File: config.mk
export PLATFORM = sky130hd
export DESIGN_NAME = mlp_argmax
export DESIGN_NICKNAME = d
export VERILOG_FILES = /design/src/rtl/mlp_pkg.sv /design/src/rtl/mlp_argmax.sv
export SDC_FILE = /design/constraint.sdc
export NUM_CORES = 1
export LEC_CHECK = 0
export BUFFER_PORTS_ARGS = -buffer_cell sky130_fd_sc_hd__clkbuf_2
export CORE_MARGIN = 2
export CORE_UTILIZATION = 49
export DETAILED_ROUTE_END_ITERATION = 12
export PLACE_DENSITY = 0.73
export SLEW_MARGIN = 20
export SYNTH_ARGS = -nofsm -noshare
export SYNTH_HDL_FRONTEND = slang
export SYNTH_SLANG_ARGS = --single-unit
File: constraint.sdc
create_clock -name clk -period 5.3 [get_ports clk]
set_input_delay 1.06 -clock clk [delete_from_list [all_inputs] [get_ports clk]]
set_output_delay 1.06 -clock clk [all_outputs]
set_load 0.02 [all_outputs]
File: src/rtl/mlp_pkg.sv
// mlp_pkg: shared MLP definitions.
//   argmax_state_t : state encoding of the mlp_argmax scan controller.
//   clog2_min1     : address/index width helper that never returns 0, so
//                    single-entry memories still get a 1-bit address.
package mlp_pkg;

   typedef enum logic [2:0] {
      AM_IDLE,
      AM_READ,
      AM_LATCH,
      AM_SCAN,
      AM_OUT
   } argmax_state_t;

   function automatic int unsigned clog2_min1(input int unsigned n);
      return (n <= 1) ? 1 : $clog2(n);
   endfunction

endpackage

File: src/rtl/mlp_argmax.sv
// mlp_argmax: classifier back end. Scans the final layer's output BRAM
// (VEC signed logits per word) and reports the index and value of the
// largest logit over a valid/ready handshake. Ties keep the lowest index.
//
// Ports:
//   clk                 sole clock
//   rst                 synchronous reset, active-low
//   start               begin a scan (sampled only in IDLE)
//   busy                high in every state except IDLE
//   rden, rdaddr        BRAM read port (rdaddr holds outside READ)
//   rdq                 BRAM read data, valid one cycle after address
//   out_valid/out_ready result handshake
//   class_idx, max_score argmax index and its logit
//   second_idx, margin  runner-up index and best-minus-second
//                       (only with MLP_ARGMAX_TOP2_EN defined)
//
// Build option: define MLP_ARGMAX_TOP2_EN to add runner-up tracking.
// Cycle timing is identical in both builds.
module mlp_argmax
   import mlp_pkg::*;
#(
   parameter  int unsigned DATA_WIDTH  = 16,
   parameter  int unsigned VEC         = 16,
   parameter  int unsigned NUM_CLASSES = 10,
   localparam int unsigned WORDS       = (NUM_CLASSES + VEC - 1) / VEC,
   localparam int unsigned ADDR_WIDTH  = clog2_min1(WORDS),
   localparam int unsigned CLASS_W     = clog2_min1(NUM_CLASSES)
) (
   input  logic                      clk,
   input  logic                      rst,
   input  logic                      start,
   output logic                      busy,
   output logic                      rden,
   output logic [ADDR_WIDTH-1:0]     rdaddr,
   input  logic [VEC*DATA_WIDTH-1:0] rdq,
   output logic                      out_valid,
   input  logic                      out_ready,
   output logic [CLASS_W-1:0]        class_idx,
   output logic [DATA_WIDTH-1:0]     max_score
`ifdef MLP_ARGMAX_TOP2_EN
   ,
   output logic [CLASS_W-1:0]        second_idx,
   output logic [DATA_WIDTH:0]       margin
`endif
);

   localparam int unsigned LANE_W = clog2_min1(VEC);
   localparam logic [CLASS_W-1:0] LAST_ELEM = CLASS_W'(NUM_CLASSES - 1);
   localparam logic [LANE_W-1:0]  LAST_LANE = LANE_W'(VEC - 1);

   argmax_state_t state, state_nxt;

   logic [ADDR_WIDTH-1:0]     wcnt;
   logic [LANE_W-1:0]         lane;
   logic [CLASS_W-1:0]        elem;
   logic [VEC*DATA_WIDTH-1:0] shreg;
   logic [CLASS_W-1:0]        best_idx;
   logic [DATA_WIDTH-1:0]     best_val;

   logic signed [DATA_WIDTH-1:0] cur;
   logic                         first, last_elem, last_lane, gt_best;

   // lane 0 of the shift register is always the element under test
   assign cur       = $signed(shreg[DATA_WIDTH-1:0]);
   assign first     = (elem == '0);
   assign last_elem = (elem == LAST_ELEM);
   assign last_lane = (lane == LAST_LANE);
   assign gt_best   = (cur > $signed(best_val));

`ifdef MLP_ARGMAX_TOP2_EN
   logic [CLASS_W-1:0]    sec_idx;
   logic [DATA_WIDTH-1:0] sec_val;
   logic                  gt_sec;

   assign gt_sec     = (cur > $signed(sec_val));
   assign second_idx = sec_idx;
   assign margin     = {best_val[DATA_WIDTH-1], best_val} - {sec_val[DATA_WIDTH-1], sec_val};
`endif

   assign rdaddr    = wcnt;
   assign class_idx = best_idx;
   assign max_score = best_val;

   always_comb begin
      state_nxt = state;
      busy      = 1'b1;
      rden      = 1'b0;
      out_valid = 1'b0;
      case (state)
         AM_IDLE: begin
            busy = 1'b0;
            if (start) state_nxt = AM_READ;
         end
         AM_READ: begin
            rden      = 1'b1;
            state_nxt = AM_LATCH;
         end
         AM_LATCH: state_nxt = AM_SCAN;
         AM_SCAN: begin
            // padding lanes past the last class are never visited
            if (last_elem)      state_nxt = AM_OUT;
            else if (last_lane) state_nxt = AM_READ;
         end
         AM_OUT: begin
            out_valid = 1'b1;
            if (out_ready) state_nxt = AM_IDLE;
         end
         default: state_nxt = AM_IDLE;
      endcase
   end

   always_ff @(posedge clk) begin
      if (!rst) begin
         state    <= AM_IDLE;
         wcnt     <= '0;
         lane     <= '0;
         elem     <= '0;
         shreg    <= '0;
         best_idx <= '0;
         best_val <= '0;
`ifdef MLP_ARGMAX_TOP2_EN
         sec_idx  <= '0;
         sec_val  <= '0;
`endif
      end else begin
         state <= state_nxt;
         case (state)
            AM_IDLE: begin
               if (start) begin
                  wcnt <= '0;
                  elem <= '0;
               end
            end
            AM_LATCH: begin
               shreg <= rdq;
               lane  <= '0;
            end
            AM_SCAN: begin
               shreg <= shreg >> DATA_WIDTH;
               lane  <= lane + 1'b1;
               elem  <= elem + 1'b1;
               if (last_lane && !last_elem) wcnt <= wcnt + 1'b1;
               if (first || gt_best) begin
                  best_idx <= elem;
                  best_val <= cur;
               end
`ifdef MLP_ARGMAX_TOP2_EN
               // element 0 seeds second as well, so a single class gives margin 0
               if (first) begin
                  sec_idx <= elem;
                  sec_val <= cur;
               end else if (gt_best) begin
                  sec_idx <= best_idx;
                  sec_val <= best_val;
               end else if (elem == CLASS_W'(1) || gt_sec) begin
                  sec_idx <= elem;
                  sec_val <= cur;
               end
`endif
            end
            default: ;
         endcase
      end
   end

endmodule

======== Word level (Yosys, flattened, before mapping) ========
Index checks and enable logic that the tools add are counted.
operators by class
  add/subtract/negate cells ............... 3
  magnitude comparators ................... 1
  eq/ne operators ......................... 10
  mux-type cells .......................... 15
  reduce and logical (&&, ||, !) cells .... 11
operators with widths
  kind                                            number
  one-hot mux 256 bit (2 select lines)            1
  > comparator 16 bit                             1
  one-hot mux 4 bit (2 select lines)              2
  one-hot mux 3 bit (5 select lines)              1
  2-to-1 mux 3 bit                                4
  adder 4 x 1 -> 4 bit (second input constant)    2
  == test 4 bit (second input constant)           2
  == test 3 x 2 -> 1 bit (second input constant)  2
  inequality test 2 bit (second input constant)   3
  AND reduction 3 bit                             2
  2-to-1 mux 1 bit                                5
  logical NOT 4 bit                               1
  2-to-1 mux 4 bit                                1
  AND reduction 2 bit                             2
  nonzero test 2 bit                              2
  == test 3 x 1 -> 1 bit (second input constant)  1
  == test 3 bit (second input constant)           1
  logical NOT 3 bit                               1
  inequality test 3 bit (second input constant)   1
  one-hot mux 1 bit (2 select lines)              1
  adder 1 bit (second input constant)             1
  logical AND 1 bit                               1
  logical NOT 1 bit                               1
  logical OR 1 bit                                1
storage, ports and cells
  register bits after elaboration ......... 288
  bits of input ports ..................... 260
  word-level logic and storage cells ...... 47

======== Logic depth before layout (Yosys ltp) ========
Gate-level depths: netlist of run 1.
  depth in word-level cells ............... 5
  mapped depth ............................ 9
  gate-level depth less buffers ........... 8

======== Worst setup path after synthesis of run 1 ========
OpenSTA, ideal clock, no wires.
  path kind ............................... register to register
  start point ............................. register best_val[15] (netlist: max_score[15])
  end point ............................... register best_idx[0] (netlist: class_idx[0])
  library setup time ...................... 0.072 ns
  arrival ................................. 2.295 ns
  required time ........................... 5.228 ns
  setup slack ............................. 2.934 ns
  cell stages (with the launch flop) ...... 9
  path buffers ............................ 1
  clock period less this slack ............ 2.366 ns
  cells stage by stage .................... dfxtp_1 inv_1 ha_1 nand4_2 or4_1 nor3b_1 a211oi_2 buf_6 mux2i_1
on the way
  cells in the longest elaborated chain, start to end .. 3
ends and longest elaborated chain
  item                           line               text
  start: declaration             mlp_argmax.sv:58   logic [DATA_WIDTH-1:0] best_val;
  start signal: assignment       mlp_argmax.sv:145  best_val <= cur;
  > comparator 16 bit            mlp_argmax.sv:68   assign gt_best = (cur > $signed(best_val));
  logical OR 1 bit               mlp_argmax.sv:143  if (first || gt_best) begin
  AND reduction 2 bit (no line)  -
  end signal: assignment         mlp_argmax.sv:144  best_idx <= elem;
  end: declaration               mlp_argmax.sv:57   logic [CLASS_W-1:0] best_idx;
No other way between the ends.
A chain may end at the register's enable or synchronous reset.

======== Worst setup path in the final report of run 1 ========
  start point ............................. register state[0]
  end point ............................... output port out_valid
on the way
  cells in the longest elaborated chain, start to end .. 2
ends and longest elaborated chain
  item                      line               text
  start: declaration        mlp_argmax.sv:51   argmax_state_t state, state_nxt;
  start signal: assignment  mlp_argmax.sv:126  state <= state_nxt;
  == test 3 bit             mlp_argmax.sv:89   case (state)
  2-to-1 mux 1 bit          mlp_argmax.sv:89
  end: declaration          mlp_argmax.sv:36   output logic out_valid,
No other way between the ends.

==> run metrics, run 1 <==
Setup Slack @ Placement 2110 ps; CP Class reg -> out; via count 10600; LEAKAGE 8.99 nW; drt first-iter violations 775; ant diodes 0; Post-synth top cells nand2_1 (309), dfxtp_1 (288), mux2i_1 (260); DRT Pass-1 Iters 6; switching share of total power 27.2%; antenna viol nets, final 0; fraction of layout cells with a size suffix above 1 21.6%; Remaining DRCs 0; share of flip-flops with an asynchronous set or reset 0%; Seq/Total Area, Yosys 42.7%; setup bufs post-CTS 0; Psw 1.49 mW; register bit total from synthesis 288; Seq pwr share 46.0%; fin cells 1936; Setup violations, final 0; PD cells 344 mW/mm^2; critical path launch point type flip-flop; post-DR vias/cell 5.49; crit end category output pin; largest net degree at the start of global routing 270; root buf cell clkbuf_16; Synth Cell Area 0.0135 sq mm; Synth Area in Adders 1.85%; Resized cells post-CTS 0; Clock Latency Late Sink 550 ps; Max Cap Viol 0; top cell type by total area after synthesis dfxtp_1; Total GRT Usage 22.4%; share of the synthesized area in the top cell type 42.7%; Synth Area in Compound Gates 20.0%; Buf/Inv on CP 3; CTS tree done; CTS H-tree lvls 1; largest family of logic cells by synthesized area compound AO/OA/AOI/OAI gates; Core Region 0.0270 sq mm; mux cell area share after synthesis 19.3%; Slowest cell on crit path dfxtp_4; CTS sink count 288; final hold viol count 0; count leader, synth nand2_1; top post-synthesis cells by area dfxtp_1 (43%), mux2i_1 (19%), o211a_1 (18%), nand2_1 (8.6%), clkbuf_1 (2.4%); gpl congestion 0.813; Fmax 0.273 GHz; simple-gate area share of the yosys netlist 11.7%; Gate Count Post-Synth 1370; Post-Syn Nets 1650; IO Pins 284; CTS Buf Count 31; delay of the slowest critical-path stage 790 ps; Hold Path Class reg -> reg; RSZ-0062 raised after global routing false; critical-path cell list buf_4 > nor2_1 > nand2_1 > inv_1 > clkbuf_2; Synth warnings 0; Max Buffers Root-to-Sink 3; Final Critical Period 3660 ps; drt wl/cell 17.3 microns; # hold bufs at CTS 0; die area 0.0289 sq mm; Clock Skew 12.1 ps; GRT Residual Overflow 0; Clk pwr share 36.9%; Comb power frac 17.1%; Synth Flop Type dfxtp_1; Cell variety after synth 41; Rows 60; Max VDD drop 0.253 mV; Final Hold Slack 451 ps; xor/xnor cell area share of the yosys netlist 0.0648%; critical path arrival 2600 ps; Final WS setup 1640 ps; first-pass GRT wire length 52400 microns; Post-Place Cells 1879; dpl hpwl 22900 microns; area grow syn2layout 17.7%; vias in the first global route 10200; crit-path max FO 40; initial antenna violation count 0; Final period util 69.1%; Top delay family on crit path buffers and inverters; outcome completed; internal power 3.98 mW; Port Buffers 283; final wirelength 33500 microns; die width 170 microns; Synth Area per Inst 9.87 sq um; Reg clk slew, reported paths 60 ps; Die Span Y 170 microns; fin. max-slew vios 0; Post-synth EDFFs 0; starting density of the core 50.0%; worst slew pin tran 1170 ps; CP required 4240 ps; Post-Route Setup TNS 0 ps; # nets final 1851; Slew HR 21.8%
flip-flops by register name (all words and copies together), names as in the netlist:
register   cells
shreg        256
max_score     16
lane           4
elem           4
state          3
class_idx      4
rdaddr         1
layer usage:
layer | track usage, % | wire length (microns) | vias up
li1 | - | - | 5307
met1 | 29.6 | 14900 | 5001
met5 | 0 | 0 | -
met2 | 37.0 | 15600 | 260
met3 | 5.21 | 2170 | 53
met4 | 5.43 | 801 | 0
power groups by stage:
stage,combinational [mW],sequential [mW],clock (mW)
5_1_grt,1.04,2.54,2.16
6_report,0.934,2.52,2.02
3_5_place_dp,0.935,2.56,0
2_1_floorplan,0.724,2.50,0
4_1_cts,0.942,2.51,2.08
3_3_place_gp,0.916,2.55,0
cells in the final DEF (no fill, tap or decap), types with 3 or more instances in the layout:
| master | synthesis | routed |
|---|---|---|
| a21boi_0 | 8 | 8 |
| a21boi_1 | 11 | 11 |
| a21oi_1 | 8 | 8 |
| and2_1 | 5 | 5 |
| buf_4 | 1 | 8 |
| clkbuf_1 | 88 | 12 |
| clkbuf_16 | 0 | 31 |
| clkbuf_2 | 0 | 282 |
| clkbuf_8 | 0 | 6 |
| clkinv_2 | 0 | 8 |
| dfxtp_1 | 288 | 287 |
| ha_1 | 20 | 20 |
| inv_1 | 20 | 20 |
| mux2i_1 | 260 | 260 |
| nand2_1 | 309 | 309 |
| nand2b_1 | 3 | 3 |
| nand3_1 | 10 | 10 |
| nand3b_1 | 19 | 19 |
| nor2_1 | 7 | 7 |
| nor3_1 | 3 | 3 |
| nor3b_1 | 3 | 3 |
| o211a_1 | 241 | 241 |
| o21ai_0 | 5 | 5 |
tightest hold or removal path, cell delays in order, from the launching register on:
cell	delay, ps
dfxtp_1	310
nand2_1	50
a21boi_1	50
per-stage QoR:
step / area (sq um) / util, % / power [mW]
6_report: 15900 / 58.9 / 5.47
3_5_place_dp: 15000 / 55.4 / 3.50
3_3_place_gp: 15000 / 55.4 / 3.47
2_1_floorplan: 13500 / - / 3.22
5_1_grt: 15900 / 58.9 / 5.73
4_1_cts: 15900 / 58.9 / 5.53
cells by family (layout without fill, tap and decap cells):
kind of cell | after synthesis | count (layout)
fa+ha+maj | 20 | 20
flops | 288 | 288
xor+xnor | 1 | 1
buf+inv | 145 | 370
mux | 260 | 260
simple gates | 372 | 372
compound gates | 284 | 284
cell type report:
type / instances / area (sq um)
Clock buffer: 49 / 903
Clock inverter: 8 / 40.0
Fill cell: 2355 / 11100
Inverter: 20 / 75.1
Multi-Input combinational cell: 937 / 7170
Sequential cell: 288 / 5770
Tap cell: 341 / 427
Timing Repair Buffer: 293 / 1530
path summary, 6_finish.rpt:
| kind | slack, ps | to | from | cells past startpoint |
|---|---|---|---|---|
| max reg2reg | 2090 | shreg[86] | state[2] | 5 |
| min reg2reg | 450 | shreg[251] | shreg[251] | 2 |
| min | 450 | shreg[251] | shreg[251] | 2 |
| max | 1640 | out_valid | state[0] | 5 |
Note: power is estimated with default switching activity, not from simulation.
==> run 2, diff against run 1 <==
--- a/config.mk
+++ b/config.mk
@@ -9,7 +9,7 @@
 export CORE_MARGIN = 2
 export CORE_UTILIZATION = 49
 export DETAILED_ROUTE_END_ITERATION = 12
-export PLACE_DENSITY = 0.73
+export PLACE_DENSITY = 0.76
 export SLEW_MARGIN = 20
 export SYNTH_ARGS = -nofsm -noshare
 export SYNTH_HDL_FRONTEND = slang
==> constraint.sdc (replaced) <==
create_clock -name clk -period 3.27 [get_ports clk]
set_input_delay 0.654 -clock clk [delete_from_list [all_inputs] [get_ports clk]]
set_output_delay 0.654 -clock clk [all_outputs]
set_load 0.02 [all_outputs]
==> run metrics, run 2 (same netlist as run 1, synthesis figures left out) <==
critical path arrival 2940 ps (+340 ps); Resized cells post-CTS 0 (unchanged); drt wl/cell 16.9 microns (-2.3%); CTS tree done; Hold Path Class in -> reg; CTS H-tree lvls 2 (+1); crit-path max FO 11 (-73%); die area 0.0289 sq mm (unchanged); critical-path cell list inv_1 > ha_1 > nand4_2 > or4_1 > nor3b_1 > a211oi_4 > buf_4 > mux2i_1; final hold viol count 0 (unchanged); reg2reg start max_score[15]; Port Buffers 283 (unchanged); final wirelength 32800 microns (-2.1%); Post-Route Setup TNS 0 ps (unchanged); Clock Skew 5.06 ps (-7.06 ps); Core Region 0.0270 sq mm (unchanged); via count 10600 (-0.24%); gpl congestion 0.849 (+4.3%); vias in the first global route 10200 (+0.23%); CTS Buf Count 34 (+9.7%); Fmax 0.395 GHz; Setup violations, final 0 (unchanged); die width 170 microns (unchanged); Final Critical Period 2530 ps; Die Span Y 170 microns (unchanged); Max Buffers Root-to-Sink 3 (unchanged); number of flip-flops in the largest register 256 (unchanged); crit end category flip-flop; ant diodes 0 (unchanged); DRT Pass-1 Iters 7 (+1); root buf cell clkbuf_16; GRT Residual Overflow 0 (unchanged); worst slew pin tran 917 ps (-256 ps); drt first-iter violations 762 (-1.7%); initial antenna violation count 0 (unchanged); most flop-heavy register shreg; Max Cap Viol 0 (unchanged); CP required 3680 ps (-560 ps); starting density of the core 50.0% (unchanged); Slowest cell on crit path or4_1; Max VDD drop 0.370 mV (+47%); CP Class reg -> reg; # hold bufs at CTS 0 (unchanged); Final period util 77.5%; Remaining DRCs 0 (unchanged); crit path launch max_score[15]; setup bufs post-CTS 0 (unchanged); CTS sink count 288 (unchanged); antenna viol nets, final 0 (unchanged); first-pass GRT wire length 52000 microns (-0.90%); PD cells 578 mW/mm^2 (+68%); delay of the slowest critical-path stage 570 ps (-220 ps); largest net degree at the start of global routing 229 (-15%); post-DR vias/cell 5.46 (-0.45%); dpl hpwl 22300 microns (-2.3%); commonest non-fill, non-tap cell in the layout nand2_1; fraction of layout cells with a size suffix above 1 22.3% (+0.70 points); area grow syn2layout 19.6%; Clock Latency Late Sink 490 ps (-60 ps); fin. max-slew vios 0 (unchanged); Total GRT Usage 22.0% (-0.38 points); LEAKAGE 9.11 nW (+1.4%); IO Pins 284 (unchanged); RSZ-0062 raised after global routing false; Slew HR 38.9% (+17 points); Reg clk slew, reported paths 50 ps (about the same); Rows 60 (unchanged); Setup Slack @ Placement 798 ps (-1310 ps); commonest non-fill, non-tap cells in the layout nand2_1 (309), dfxtp_1 (287), clkbuf_2 (282); Layout fillers 2281 (-3.1%); critical path launch point type flip-flop; Final WS setup 737 ps (-901 ps); outcome completed; # nets final 1857 (+0.32%); hold_sp rdq[247]
run 2: changes by cell type in the layout (fill, tap and decap cells not counted):
| cell | change |
|---|---|
| clkbuf_1 | -8 |
| clkbuf_8 | +2 |
| inv_6 | +1 |
| clkinv_2 | -1 |
| buf_12 | +4 |
| buf_4 | -1 |
| clkbuf_16 | +6 |
| bufinv_16 | +1 |
run 2: worst paths after layout:
path | to | slack [ps] | cells after the start
setup / recovery | max_score[14] | 740 | 8
hold / removal | shreg[247] | 410 | 3
setup reg to reg | max_score[14] | 740 | 8
hold reg to reg | shreg[253] | 450 | 2
run 2: report_power, final:
part | leakage, nW | internal (mW) | switching [mW] | total [mW]
Clock | 0.564 | 2.31 | 1.44 | 3.74
Combinational | 6.18 | 0.744 | 0.784 | 1.53
Sequential | 2.37 | 3.84 | 0.225 | 4.07
Total | 9.11 | 6.89 | 2.44 | 9.33
run 2: area by class of cell:
class                      instances  area, sq um  area share (%)
inverter                          20         75.1           0.465
clock inverter                     9         73.8           0.457
tap                              341          427            2.64
multi-input combinational        937         7170            44.3
sequential                       288         5770            35.7
timing repair buffer             296         1600            9.89
clock buffer                      49         1050            6.50
run 2: routing by layer:
metal  vias up  track usage (%)  share of wire (%)
li1       5310                -                  -
met3        67             5.40                6.3
met1      4959             28.8                 45
met5         -                0                  0
met2       259             35.4                 46
met4         0             7.92                3.3
run 2: worst max-delay path: cells and delay by family, from the launching register on:
family | cells | cell delay, ps
DFF | 1 | 350
buffers and inverters | 2 | 320
adders and majority gates | 1 | 330
AOI/OAI and AO/OA | 1 | 260
and+or+nand+nor | 3 | 920
muxes | 1 | 260
run 2: metrics by stage:
step	hold WS [ps]	util, %	cell area [sq um]	std cells	power, mW
detailed placement	448	55.6	15000	1882	5.66
global route	406	59.8	16200	1940	9.77
floorplan	430	-	13500	1370	5.22
finish	409	59.8	16200	1940	9.33
CTS	387	59.8	16200	1940	9.43
global placement	435	55.6	15000	1882	5.62
==> run 3, diff against run 2 <==
==> constraint.sdc (replaced) <==
create_clock -name clk -period 2.1 [get_ports clk]
set_input_delay 0.42 -clock clk [delete_from_list [all_inputs] [get_ports clk]]
set_output_delay 0.42 -clock clk [all_outputs]
set_load 0.02 [all_outputs]
==> run metrics, run 3 (same netlist as run 1, synthesis figures left out) <==
critical path launch point type flip-flop; Max VDD drop 0.762 mV (+110%); critical path arrival 2750 ps (-190 ps); hold depth 3 (unchanged); Setup violations, final 20 (+20); hold_sp rdq[246]; die width 170 microns (unchanged); Max Cap Viol 0 (unchanged); Post-Route Setup TNS -2920 ps (-2920 ps); most flop-heavy register shreg; PD cells 866 mW/mm^2 (+50%); crit-path max FO 8 (-3); outcome finished with violations; Final period util 109% (+32 points); hold-critical path endpoint shreg[246]; vias in the first global route 10400 (+2.4%); design area 0.0167 sq mm (+3.3%); CTS Buf Count 31 (-8.8%); crit end category flip-flop; drt wl/cell 17.3 microns (+2.1%); area grow syn2layout 23.5%; Rows 60 (unchanged); Hold Path Class in -> reg; CP Class reg -> reg; root buf cell clkbuf_16; ant diodes 0 (unchanged); total placed instance area 0.0155 sq mm (+3.2%); largest net degree at the start of global routing 150 (-34%); final hold viol count 0 (unchanged); IO Pins 284 (unchanged); gpl congestion 0.830 (-2.2%); RSZ-0062 raised after global routing true; Core Region 0.0270 sq mm (unchanged); Clock Latency Late Sink 560 ps (+70 ps); via count 10800 (+2.1%); antenna viol nets, final 0 (unchanged); Total GRT Usage 22.7% (+0.74 points); Max Buffers Root-to-Sink 3 (unchanged); die area 0.0289 sq mm (unchanged); Port Buffers 283 (unchanged); DRT Pass-1 Iters 5 (-2); drt first-iter violations 661 (-13%); post-DR vias/cell 5.46 (about the same); CP required 2560 ps (-1120 ps); Pwr Total 14.4 mW (+55%); critical-path cell list inv_4 > ha_4 > nand4_4 > or4_4 > nor3b_4 > a211oi_4 > buf_6 > mux2i_1; Reg clk slew, reported paths 60 ps (about the same); LEAKAGE 9.36 nW (+2.7%); dpl hpwl 23200 microns (+3.9%); Fmax 0.436 GHz (+11%); failing checks setup timing; # nets final 1895 (+2.0%); commonest non-fill, non-tap cell in the layout nand2_1; CTS sink count 288 (unchanged); reg2reg end max_score[5]; Finished Core Util 61.7% (+1.9 points); Slowest cell on crit path or4_4; Final Critical Period 2290 ps (-242 ps); number of flip-flops in the largest register 256 (unchanged); fraction of layout cells with a size suffix above 1 26.1% (+3.8 points); starting density of the core 50.0% (unchanged); Die Span Y 170 microns (unchanged); worst slew pin tran 574 ps (-343 ps); GRT Residual Overflow 0 (unchanged); Reg2Reg Depth 8 (unchanged); Reg2Reg Setup Slack -190 ps (-930 ps); Clock Skew 13.5 ps (+8.43 ps); first-pass GRT wire length 53600 microns (+3.1%); commonest non-fill, non-tap cells in the layout nand2_1 (307), clkbuf_2 (281), dfxtp_1 (276); Final WS setup -191 ps (-928 ps); Layout fillers 2278 (-0.13%); CTS H-tree lvls 1 (-1); final wirelength 34200 microns (+4.2%); Remaining DRCs 0 (unchanged); fin. max-slew vios 0 (unchanged); initial antenna violation count 0 (unchanged); Slew HR 61.8% (+23 points); reg2reg start max_score[12]; CTS tree done; delay of the slowest critical-path stage 510 ps (-60 ps)
==> run 3: cell types whose count changed in the layout (fill, tap and decap cells not counted), moves of 5 or more <==
cell	change
clkbuf_16	-6
dfxtp_4	+11
dfxtp_1	-11
ha_1	-6
inv_1	-5
clkinv_2	+5
buf_4	+31
ha_4	+6
==> run 3: metal layers <==
| metal | track usage (%) | vias to the layer above | part of all wire, % |
|---|---|---|---|
| li1 | - | 5407 | - |
| met1 | 30.4 | 5090 | 46 |
| met2 | 37.0 | 253 | 46 |
| met3 | 4.44 | 64 | 5.3 |
| met4 | 7.40 | 0 | 3.2 |
| met5 | 0 | - | 0 |
==> run 3: report_power, final <==
part           switching, mW  internal [mW]
sequential             0.315           5.97
clock                   2.25           3.23
combinational           1.34           1.34
==> run 3: what timing repair did <==
action | CTS | global route
hold buffers | 0 | 0
cloned | 2 | 0
gates resized for setup | 13 | 3
setup endpoints to repair | 23 | 37
buffers inserted | 1 | 0
==> run 3: critical path, delay by kind of cell (launching register included) <==
kind | cells | cell delay, ps
buffers and inverters | 2 | 250
AND/OR/NAND/NOR | 3 | 820
flip-flops | 1 | 360
AO/OA/AOI/OAI | 1 | 280
multiplexers | 1 | 210
adder cells (fa/ha/maj) | 1 | 270
==> run 3: how the worst max path moves through the flow <==
| stage | start | endpoint | slack, ps |
|---|---|---|---|
| 5_1_grt | max_score[12] | max_score[5] | -250 |
| 3_5_place_dp | max_score[12] | max_score[6] | -190 |
| 3_3_place_gp | max_score[9] | max_score[9] | -90 |
| 6_report | max_score[12] | max_score[5] | -190 |
| 2_1_floorplan | max_score[14] | max_score[10] | -30 |
| 4_1_cts | max_score[12] | max_score[6] | -150 |
==> run 3: area by class of cell <==
cell class                      instances  area, sq um  area share (%)
Multi-Input combinational cell        937         7300            43.7
Sequential cell                       288         5810            34.8
Timing Repair Buffer                  337         2050            12.3
Clock buffer                           38          852            5.11
Tap cell                              341          427            2.56
Clock inverter                         18          174            1.04
Inverter                               20         77.6           0.465
==> run 3: per-stage QoR <==
stage               setup WS (ps)  hold slack (ps)  cells
global route                 -250              118   1979
CTS                          -151             95.2   1979
finish                       -191              113   1979
global placement            -92.1              436   1920
detailed placement           -193              445   1920
floorplan                   -28.6              430   1370
